### src/rtl/hazard_sweep_ctrl_if.sv
// Control/result bundle between the test master and the hazard sweep sequencer.
// The master issues start/abort and accepts results; the slave is the sequencer.
interface hazard_sweep_ctrl_if #(
    parameter int CNT_W = 3
);
    logic             start;
    logic             abort;
    logic             busy;
    logic             done;
    logic             res_valid;
    logic             res_ready;
    logic [2:0]       res_vec;
    logic [1:0]       res_bit;
    logic [1:0]       res_class;
    logic [CNT_W-1:0] res_toggles;
    logic [4:0]       hazard_cnt;

    modport master (
        output start, abort, res_ready,
        input  busy, done, res_valid, res_vec, res_bit, res_class, res_toggles, hazard_cnt
    );

    modport slave (
        input  start, abort, res_ready,
        output busy, done, res_valid, res_vec, res_bit, res_class, res_toggles, hazard_cnt
    );
endinterface

### src/rtl/hazard_sweep_ctrl.sv
// Hazard sweep sequencer: walks every single-bit transition of a 3-input
// function block, counts output toggles over an observation window and
// classifies each transition as clean, static hazard, dynamic hazard or
// functional error. Results are streamed out with a valid/ready handshake.
module hazard_sweep_ctrl #(
    parameter int         SETTLE  = 4,
    parameter logic [7:0] FUNC_TT = 8'h8D,
    parameter int         CNT_W   = 3
) (
    input  logic               clk,
    input  logic               rst_n,
    hazard_sweep_ctrl_if.slave bus,
    output logic               dut_a,
    output logic               dut_b,
    output logic               dut_c,
    input  logic               dut_out
);

    typedef enum logic [2:0] {
        ST_IDLE    = 3'd0,
        ST_BASE    = 3'd1,
        ST_OBSERVE = 3'd2,
        ST_REPORT  = 3'd3,
        ST_DONE    = 3'd4
    } state_t;

    localparam logic [7:0]       LAST_CYC = 8'(SETTLE - 1);
    localparam logic [CNT_W-1:0] TOG_MAX  = {CNT_W{1'b1}};
    localparam logic [CNT_W-1:0] TOG_ZERO = {CNT_W{1'b0}};
    localparam logic [CNT_W-1:0] TOG_ONE  = CNT_W'(32'd1);
    localparam logic [4:0]       HAZ_MAX  = 5'd31;

    // One-hot mask of the input being flipped: k=0 -> c, 1 -> b, 2 -> a.
    function automatic logic [2:0] flip_mask(input logic [1:0] k);
        case (k)
            2'd0:    flip_mask = 3'b001;
            2'd1:    flip_mask = 3'b010;
            2'd2:    flip_mask = 3'b100;
            default: flip_mask = 3'b000;
        endcase
    endfunction

    // Transition class from the final sample, golden before/after values and toggle count.
    function automatic logic [1:0] classify(input logic             final_v,
                                            input logic             eb,
                                            input logic             ea,
                                            input logic [CNT_W-1:0] tog);
        if (final_v != ea) begin
            classify = 2'd3;
        end else if ((eb == ea) && (tog > TOG_ZERO)) begin
            classify = 2'd1;
        end else if ((eb != ea) && (tog > TOG_ONE)) begin
            classify = 2'd2;
        end else begin
            classify = 2'd0;
        end
    endfunction

    state_t           state_r, state_s;
    logic [7:0]       cyc_r, cyc_s;
    logic [2:0]       v_r, v_s;
    logic [1:0]       k_r, k_s;
    logic             prev_r, prev_s;
    logic [CNT_W-1:0] tog_r, tog_s;
    logic [2:0]       drv_r, drv_s;
    logic             busy_r, busy_s;
    logic             done_r, done_s;
    logic             valid_r, valid_s;
    logic [2:0]       vec_r, vec_s;
    logic [1:0]       bit_r, bit_s;
    logic [1:0]       class_r, class_s;
    logic [CNT_W-1:0] tog_out_r, tog_out_s;
    logic [4:0]       haz_r, haz_s;

    logic [2:0]       mask_s;
    logic [CNT_W-1:0] tog_inc_s;
    logic [1:0]       class_calc_s;
    logic             is_hazard_s;
    logic [2:0]       nv_s;
    logic [1:0]       nk_s;
    logic             last_pair_s;

    assign mask_s       = flip_mask(k_r);
    assign tog_inc_s    = ((dut_out != prev_r) && (tog_r != TOG_MAX)) ? (tog_r + TOG_ONE) : tog_r;
    assign class_calc_s = classify(dut_out, FUNC_TT[v_r], FUNC_TT[v_r ^ mask_s], tog_inc_s);
    assign is_hazard_s  = (class_calc_s == 2'd1) || (class_calc_s == 2'd2);
    assign nk_s         = (k_r == 2'd2) ? 2'd0 : (k_r + 2'd1);
    assign nv_s         = (k_r == 2'd2) ? (v_r + 3'd1) : v_r;
    assign last_pair_s  = (v_r == 3'd7) && (k_r == 2'd2);

    // Next-state and next-output logic for the sweep sequencer.
    always_comb begin
        state_s   = state_r;
        cyc_s     = cyc_r;
        v_s       = v_r;
        k_s       = k_r;
        prev_s    = prev_r;
        tog_s     = tog_r;
        drv_s     = drv_r;
        busy_s    = busy_r;
        done_s    = 1'b0;
        valid_s   = valid_r;
        vec_s     = vec_r;
        bit_s     = bit_r;
        class_s   = class_r;
        tog_out_s = tog_out_r;
        haz_s     = haz_r;

        if (bus.abort && (state_r != ST_IDLE)) begin
            // Abort wins over a simultaneous handshake; drives and hazard count hold.
            state_s = ST_IDLE;
            cyc_s   = 8'd0;
            tog_s   = TOG_ZERO;
            busy_s  = 1'b0;
            valid_s = 1'b0;
        end else begin
            case (state_r)
                ST_IDLE: begin
                    if (bus.start) begin
                        state_s = ST_BASE;
                        cyc_s   = 8'd0;
                        v_s     = 3'd0;
                        k_s     = 2'd0;
                        tog_s   = TOG_ZERO;
                        haz_s   = 5'd0;
                        busy_s  = 1'b1;
                        drv_s   = 3'd0;
                    end else begin
                        busy_s  = 1'b0;
                    end
                end
                ST_BASE: begin
                    if (cyc_r == LAST_CYC) begin
                        state_s = ST_OBSERVE;
                        cyc_s   = 8'd0;
                        prev_s  = dut_out;
                        drv_s   = v_r ^ mask_s;
                    end else begin
                        cyc_s   = cyc_r + 8'd1;
                    end
                end
                ST_OBSERVE: begin
                    prev_s = dut_out;
                    tog_s  = tog_inc_s;
                    if (cyc_r == LAST_CYC) begin
                        state_s   = ST_REPORT;
                        cyc_s     = 8'd0;
                        valid_s   = 1'b1;
                        vec_s     = v_r;
                        bit_s     = k_r;
                        class_s   = class_calc_s;
                        tog_out_s = tog_inc_s;
                        if (is_hazard_s && (haz_r != HAZ_MAX)) begin
                            haz_s = haz_r + 5'd1;
                        end else begin
                            haz_s = haz_r;
                        end
                    end else begin
                        cyc_s = cyc_r + 8'd1;
                    end
                end
                ST_REPORT: begin
                    if (bus.res_ready) begin
                        valid_s = 1'b0;
                        tog_s   = TOG_ZERO;
                        v_s     = nv_s;
                        k_s     = nk_s;
                        if (last_pair_s) begin
                            state_s = ST_DONE;
                            busy_s  = 1'b0;
                            done_s  = 1'b1;
                        end else begin
                            state_s = ST_BASE;
                            cyc_s   = 8'd0;
                            drv_s   = nv_s;
                        end
                    end else begin
                        valid_s = 1'b1;
                    end
                end
                ST_DONE: begin
                    state_s = ST_IDLE;
                end
                default: begin
                    state_s = ST_IDLE;
                    busy_s  = 1'b0;
                    valid_s = 1'b0;
                end
            endcase
        end
    end

    // State and registered outputs; everything clears on async reset.
    always_ff @(posedge clk or negedge rst_n) begin
        if (!rst_n) begin
            state_r   <= ST_IDLE;
            cyc_r     <= 8'd0;
            v_r       <= 3'd0;
            k_r       <= 2'd0;
            prev_r    <= 1'b0;
            tog_r     <= TOG_ZERO;
            drv_r     <= 3'd0;
            busy_r    <= 1'b0;
            done_r    <= 1'b0;
            valid_r   <= 1'b0;
            vec_r     <= 3'd0;
            bit_r     <= 2'd0;
            class_r   <= 2'd0;
            tog_out_r <= TOG_ZERO;
            haz_r     <= 5'd0;
        end else begin
            state_r   <= state_s;
            cyc_r     <= cyc_s;
            v_r       <= v_s;
            k_r       <= k_s;
            prev_r    <= prev_s;
            tog_r     <= tog_s;
            drv_r     <= drv_s;
            busy_r    <= busy_s;
            done_r    <= done_s;
            valid_r   <= valid_s;
            vec_r     <= vec_s;
            bit_r     <= bit_s;
            class_r   <= class_s;
            tog_out_r <= tog_out_s;
            haz_r     <= haz_s;
        end
    end

    assign dut_a           = drv_r[2];
    assign dut_b           = drv_r[1];
    assign dut_c           = drv_r[0];
    assign bus.busy        = busy_r;
    assign bus.done        = done_r;
    assign bus.res_valid   = valid_r;
    assign bus.res_vec     = vec_r;
    assign bus.res_bit     = bit_r;
    assign bus.res_class   = class_r;
    assign bus.res_toggles = tog_out_r;
    assign bus.hazard_cnt  = haz_r;

endmodule

### src/flat_wrapper.sv
// flat-port wrapper written by rule: the top's interface ports become plain ports
module hazard_sweep_ctrl_flat 
#(
    parameter int         SETTLE  = 4,
    parameter logic [7:0] FUNC_TT = 8'h8D,
    parameter int         CNT_W   = 3
)
  (clk, rst_n, dut_a, dut_b, dut_c, dut_out, bus_start, bus_abort, bus_res_ready, bus_busy, bus_done, bus_res_valid, bus_res_vec, bus_res_bit, bus_res_class, bus_res_toggles, bus_hazard_cnt);
  hazard_sweep_ctrl_if #(.CNT_W(CNT_W)) bus_i ();
  input  logic clk;
  input  logic rst_n;
  output logic dut_a;
  output logic dut_b;
  output logic dut_c;
  input  logic dut_out;
  input wire logic [$bits(bus_i.start)-1:0] bus_start;
  input wire logic [$bits(bus_i.abort)-1:0] bus_abort;
  input wire logic [$bits(bus_i.res_ready)-1:0] bus_res_ready;
  output wire logic [$bits(bus_i.busy)-1:0] bus_busy;
  output wire logic [$bits(bus_i.done)-1:0] bus_done;
  output wire logic [$bits(bus_i.res_valid)-1:0] bus_res_valid;
  output wire logic [$bits(bus_i.res_vec)-1:0] bus_res_vec;
  output wire logic [$bits(bus_i.res_bit)-1:0] bus_res_bit;
  output wire logic [$bits(bus_i.res_class)-1:0] bus_res_class;
  output wire logic [$bits(bus_i.res_toggles)-1:0] bus_res_toggles;
  output wire logic [$bits(bus_i.hazard_cnt)-1:0] bus_hazard_cnt;
  assign bus_i.start = bus_start;
  assign bus_i.abort = bus_abort;
  assign bus_i.res_ready = bus_res_ready;
  assign bus_busy = bus_i.busy;
  assign bus_done = bus_i.done;
  assign bus_res_valid = bus_i.res_valid;
  assign bus_res_vec = bus_i.res_vec;
  assign bus_res_bit = bus_i.res_bit;
  assign bus_res_class = bus_i.res_class;
  assign bus_res_toggles = bus_i.res_toggles;
  assign bus_hazard_cnt = bus_i.hazard_cnt;
  hazard_sweep_ctrl #(.SETTLE(SETTLE), .FUNC_TT(FUNC_TT), .CNT_W(CNT_W)) u_core (.clk(clk), .rst_n(rst_n), .bus(bus_i), .dut_a(dut_a), .dut_b(dut_b), .dut_c(dut_c), .dut_out(dut_out));
endmodule
### config.mk
export PLATFORM = sky130hd
export DESIGN_NAME = hazard_sweep_ctrl_flat
export DESIGN_NICKNAME = d
export VERILOG_FILES = /design/src/rtl/hazard_sweep_ctrl_if.sv /design/src/rtl/hazard_sweep_ctrl.sv /design/src/flat_wrapper.sv
export SDC_FILE = /design/constraint.sdc
export NUM_CORES = 1
export LEC_CHECK = 0
export ABC_CLOCK_PERIOD_IN_PS = 2070
export CAP_MARGIN = 20
export CORE_AREA = 2 2 72 74
export CTS_CLUSTER_SIZE = 14
export DETAILED_ROUTE_END_ITERATION = 7
export DIE_AREA = 0 0 74 76
export PLACE_DENSITY = 0.74
export SYNTH_ARGS = -nofsm -noshare
export SYNTH_HDL_FRONTEND = slang
export SYNTH_SLANG_ARGS = --single-unit
### constraint.sdc
create_clock -name clk -period 2.07 [get_ports clk]
set_input_delay 0.414 -clock clk [delete_from_list [all_inputs] [get_ports clk]]
set_output_delay 0.414 -clock clk [all_outputs]
set_load 0.03 [all_outputs]
==> flow_summary.yaml <==
logic_synthesis:
  ys_warn_count: 0
  synth_xor_area_share_pct: 4.100
  synthesis.nets: 261
  postSynthAreaPerCell_um2: 9.475
  synthCells: 248
  synth_cell_types: 49
  syn_area_mm2: 0.002350
  ys_ff_latch: 41
  ys.flop_type: "dfrtp_1"
  synth-compound-area-share_pct: 16.99
  synthSimpleGateAreaFrac_pct: 20.50
  synth_top_family_by_area: "simple AND/OR/NAND/NOR gates"
  async_reset_ff_share_pct: 100.0
  synth_mux_area_share_pct: 7.774
  ys_seq_area_share_pct: 43.66
  synth-edff-count: 0
  synth_fa_ha_area_share_pct: 3.727
placed_design:
  hpwl_um: 4276
  placement.io_buffers: 26
  dp.cells: 394
  place_congestion: 0.8478
die:
  coreArea_mm2: 0.004912
  ios: 27
  die_w_um: 74
  num_rows: 26
  start_util_pct: 47.83
  die_area_mm2: 0.005624
  die_y_um: 76
clock_tree:
  cts_tree: "done"
  cts_buffers: 5
  htreeDepth: 2
  cts_root_buf: "clkbuf_8"
  clk_latency_ps: 300
  clkSinkCount: 41
  cts_buffer_depth: 2
  clk_pin_slew_ps: 90
  ctsHoldBuffers: 0
detailed_routing:
  via_count: 2298
  route.detailed.drc: 0
  ant_nets: 0
  dr.pass1.iters: 4
  via_per_inst: 5.578
  drt_wl_total_um: 6216
  dr.first_iter.drc_count: 133
  routedWlPerCell_um: 15.09
critical_path:
  crit_path_start_kind: "flop"
  cpPeakStageDelay_ps: 480
  crit_chain: "buf_6 -> inv_2 -> a32o_2 -> o31a_1 -> or2_4 -> or4_4 -> a21boi_2"
  end_kind: "flop"
  critPathArrivalTime_ps: 2320
  crit_required_ps: 2290
  r2r_cells: 7
  reg2reg_setup_slack_ps: -30
  crit_slowest_cell: "or4_4"
  path_class: "reg2reg"
  crit_fanout: 7
global_routing:
  grt_max_degree: 21
  grt_pass1_vias: 2217
  overflow: 0
  track_usage_pct: 22.32
  antenna_found_initial: 0
  grt_pass1_wl_um: 10010
sta:
  finalHoldViolCount: 0
  slew_headroom_pct: 69.69
  fmax_ghz: 0.4759
  setup_violations: 1
  drv_slew: 0
  worst_slack_ps: -31.15
  period_needed_ps: 2101
  grt_setup_unrepaired: "yes"
  worst_pin_slew_ps: 454.6
  holdWs_ps: 48.88
  clock-skew-final_ps: 13.98
  period_share_pct: 101.5
final_layout:
  stdcell_count: 412
  layout_commonest_cell: "buf_4"
  nets: 354
  n_antenna_cell: 0
  drive_gt1_share_pct: 37.13
  areaGrowthSynthToFinish_pct: 49.57
  final.fill_count: 326
  layout_common_cells: "buf_4, dfrtp_1, clkdlybuf4s50_1"
power_and_ir_drop:
  peakVddDrop_mv: 0.6395
  power_uw: 3845
  powerDensity_mw_per_mm2: 1094
  p_leak_uw: 0.001519
min_path:
  hold_path.class: "in2async"
flow_run:
  drv_cap: 0
run_status:
  violations: "setup timing"
  status: "finished with violations"
-- routing by layer --
layer  share of wire [%]  track usage (%)
met1                  41            29.15
met2                  53            37.05
met3                 3.9            4.233
met4                 2.0            6.727
met5                   0                0
-- critical path, delay by kind of cell, from the launching register on --
family	cells	cell delay [ps]
simple gates	2	740
buf+inv	2	190
compound gates	3	740
flops	1	370
-- synthesized netlist by cell type (all sizes together) (5+ instances only) --
cell type   n  share of area (%)
nand2      25                4.0
nand3       8                1.7
clkbuf      9                1.4
nor2       24                3.9
xnor2       5                1.9
nand2b      5                1.3
mux2       10                4.8
nor2b       5                1.3
nor3        8                1.7
o21ai      19                4.0
inv         7                1.1
a21oi       7                1.5
xor2        6                2.2
ha          7                3.7
mux2i       7                3.0
dfrtp      41                 44
-- logic make-up after synthesis --
group,Yosys count
adder cells (fa/ha/maj),7
XOR/XNOR,11
buffers and inverters,19
AO/OA/AOI/OAI,58
flip-flops,41
multiplexers,17
AND/OR/NAND/NOR,95
-- power by group --
group	total [uW]	internal, uW	leakage (uW)	switching, uW
sequential	1040	937	0.000552	104
combinational	2140	1060	0.000913	1080
clock	665	361	0.0000543	304
-- worst paths after layout --
path | from | to
setup / recovery | u_core.v_r[1] | u_core.bus.hazard_cnt[2]
hold / removal | rst_n | u_core.tog_r[2]
setup reg to reg | u_core.v_r[1] | u_core.bus.hazard_cnt[2]
hold reg to reg | u_core.bus.res_class[1] | u_core.bus.res_class[1]
max in group asynchronous | rst_n | u_core.state_r[1]
min in group clk | u_core.bus.res_class[1] | u_core.bus.res_class[1]
-- timing repair --
action | in CTS | in global routing
setup endpoints to repair | 13 | 21
resized for setup | 15 | 23
buffers inserted | 1 | 9
pin swaps | 10 | 9
cloned | 0 | 0
-- stage by stage --
stage / TNS, ps / setup slack, ps / util [%] / area, um^2
after detailed placement: -2610 / -269.7 / 63.83 / 3136
final: -31.15 / -31.15 / 71.55 / 3515
after CTS: -26.58 / -26.58 / 67.93 / 3337
after global placement: -1774 / -193.3 / 63.83 / 3136
after floorplan: 0 / 5.872 / - / 2377
after global routing: -348.6 / -83.71 / 71.55 / 3515
-- flip-flops by register name, summed over array words and instances, names as in the netlist --
signal and flops:
u_core.tog_r 3, u_core.bus.done 1, u_core.bus.hazard_cnt 5, u_core.bus.res_bit 2, u_core.k_r 2, u_core.state_r 3
u_core.bus.res_toggles 3, u_core.drv_r 3, u_core.prev_r 1, u_core.bus.res_vec 3, u_core.bus.res_valid 1, u_core.bus.res_class 2
u_core.v_r 3, u_core.bus.busy 1, u_core.cyc_r 8
-- final cells by class --
cell class / instances / area, um^2 / share of cell area (%)
inverter: 7 / 26.28 / 0.7476
tap: 70 / 87.58 / 2.492
clock inverter: 3 / 46.29 / 1.317
timing repair buffer: 98 / 807.0 / 22.96
multi-input combinational: 188 / 1446 / 41.15
clock buffer: 5 / 68.82 / 1.958
sequential: 41 / 1032 / 29.37
(Power assumes the default switching activity.)
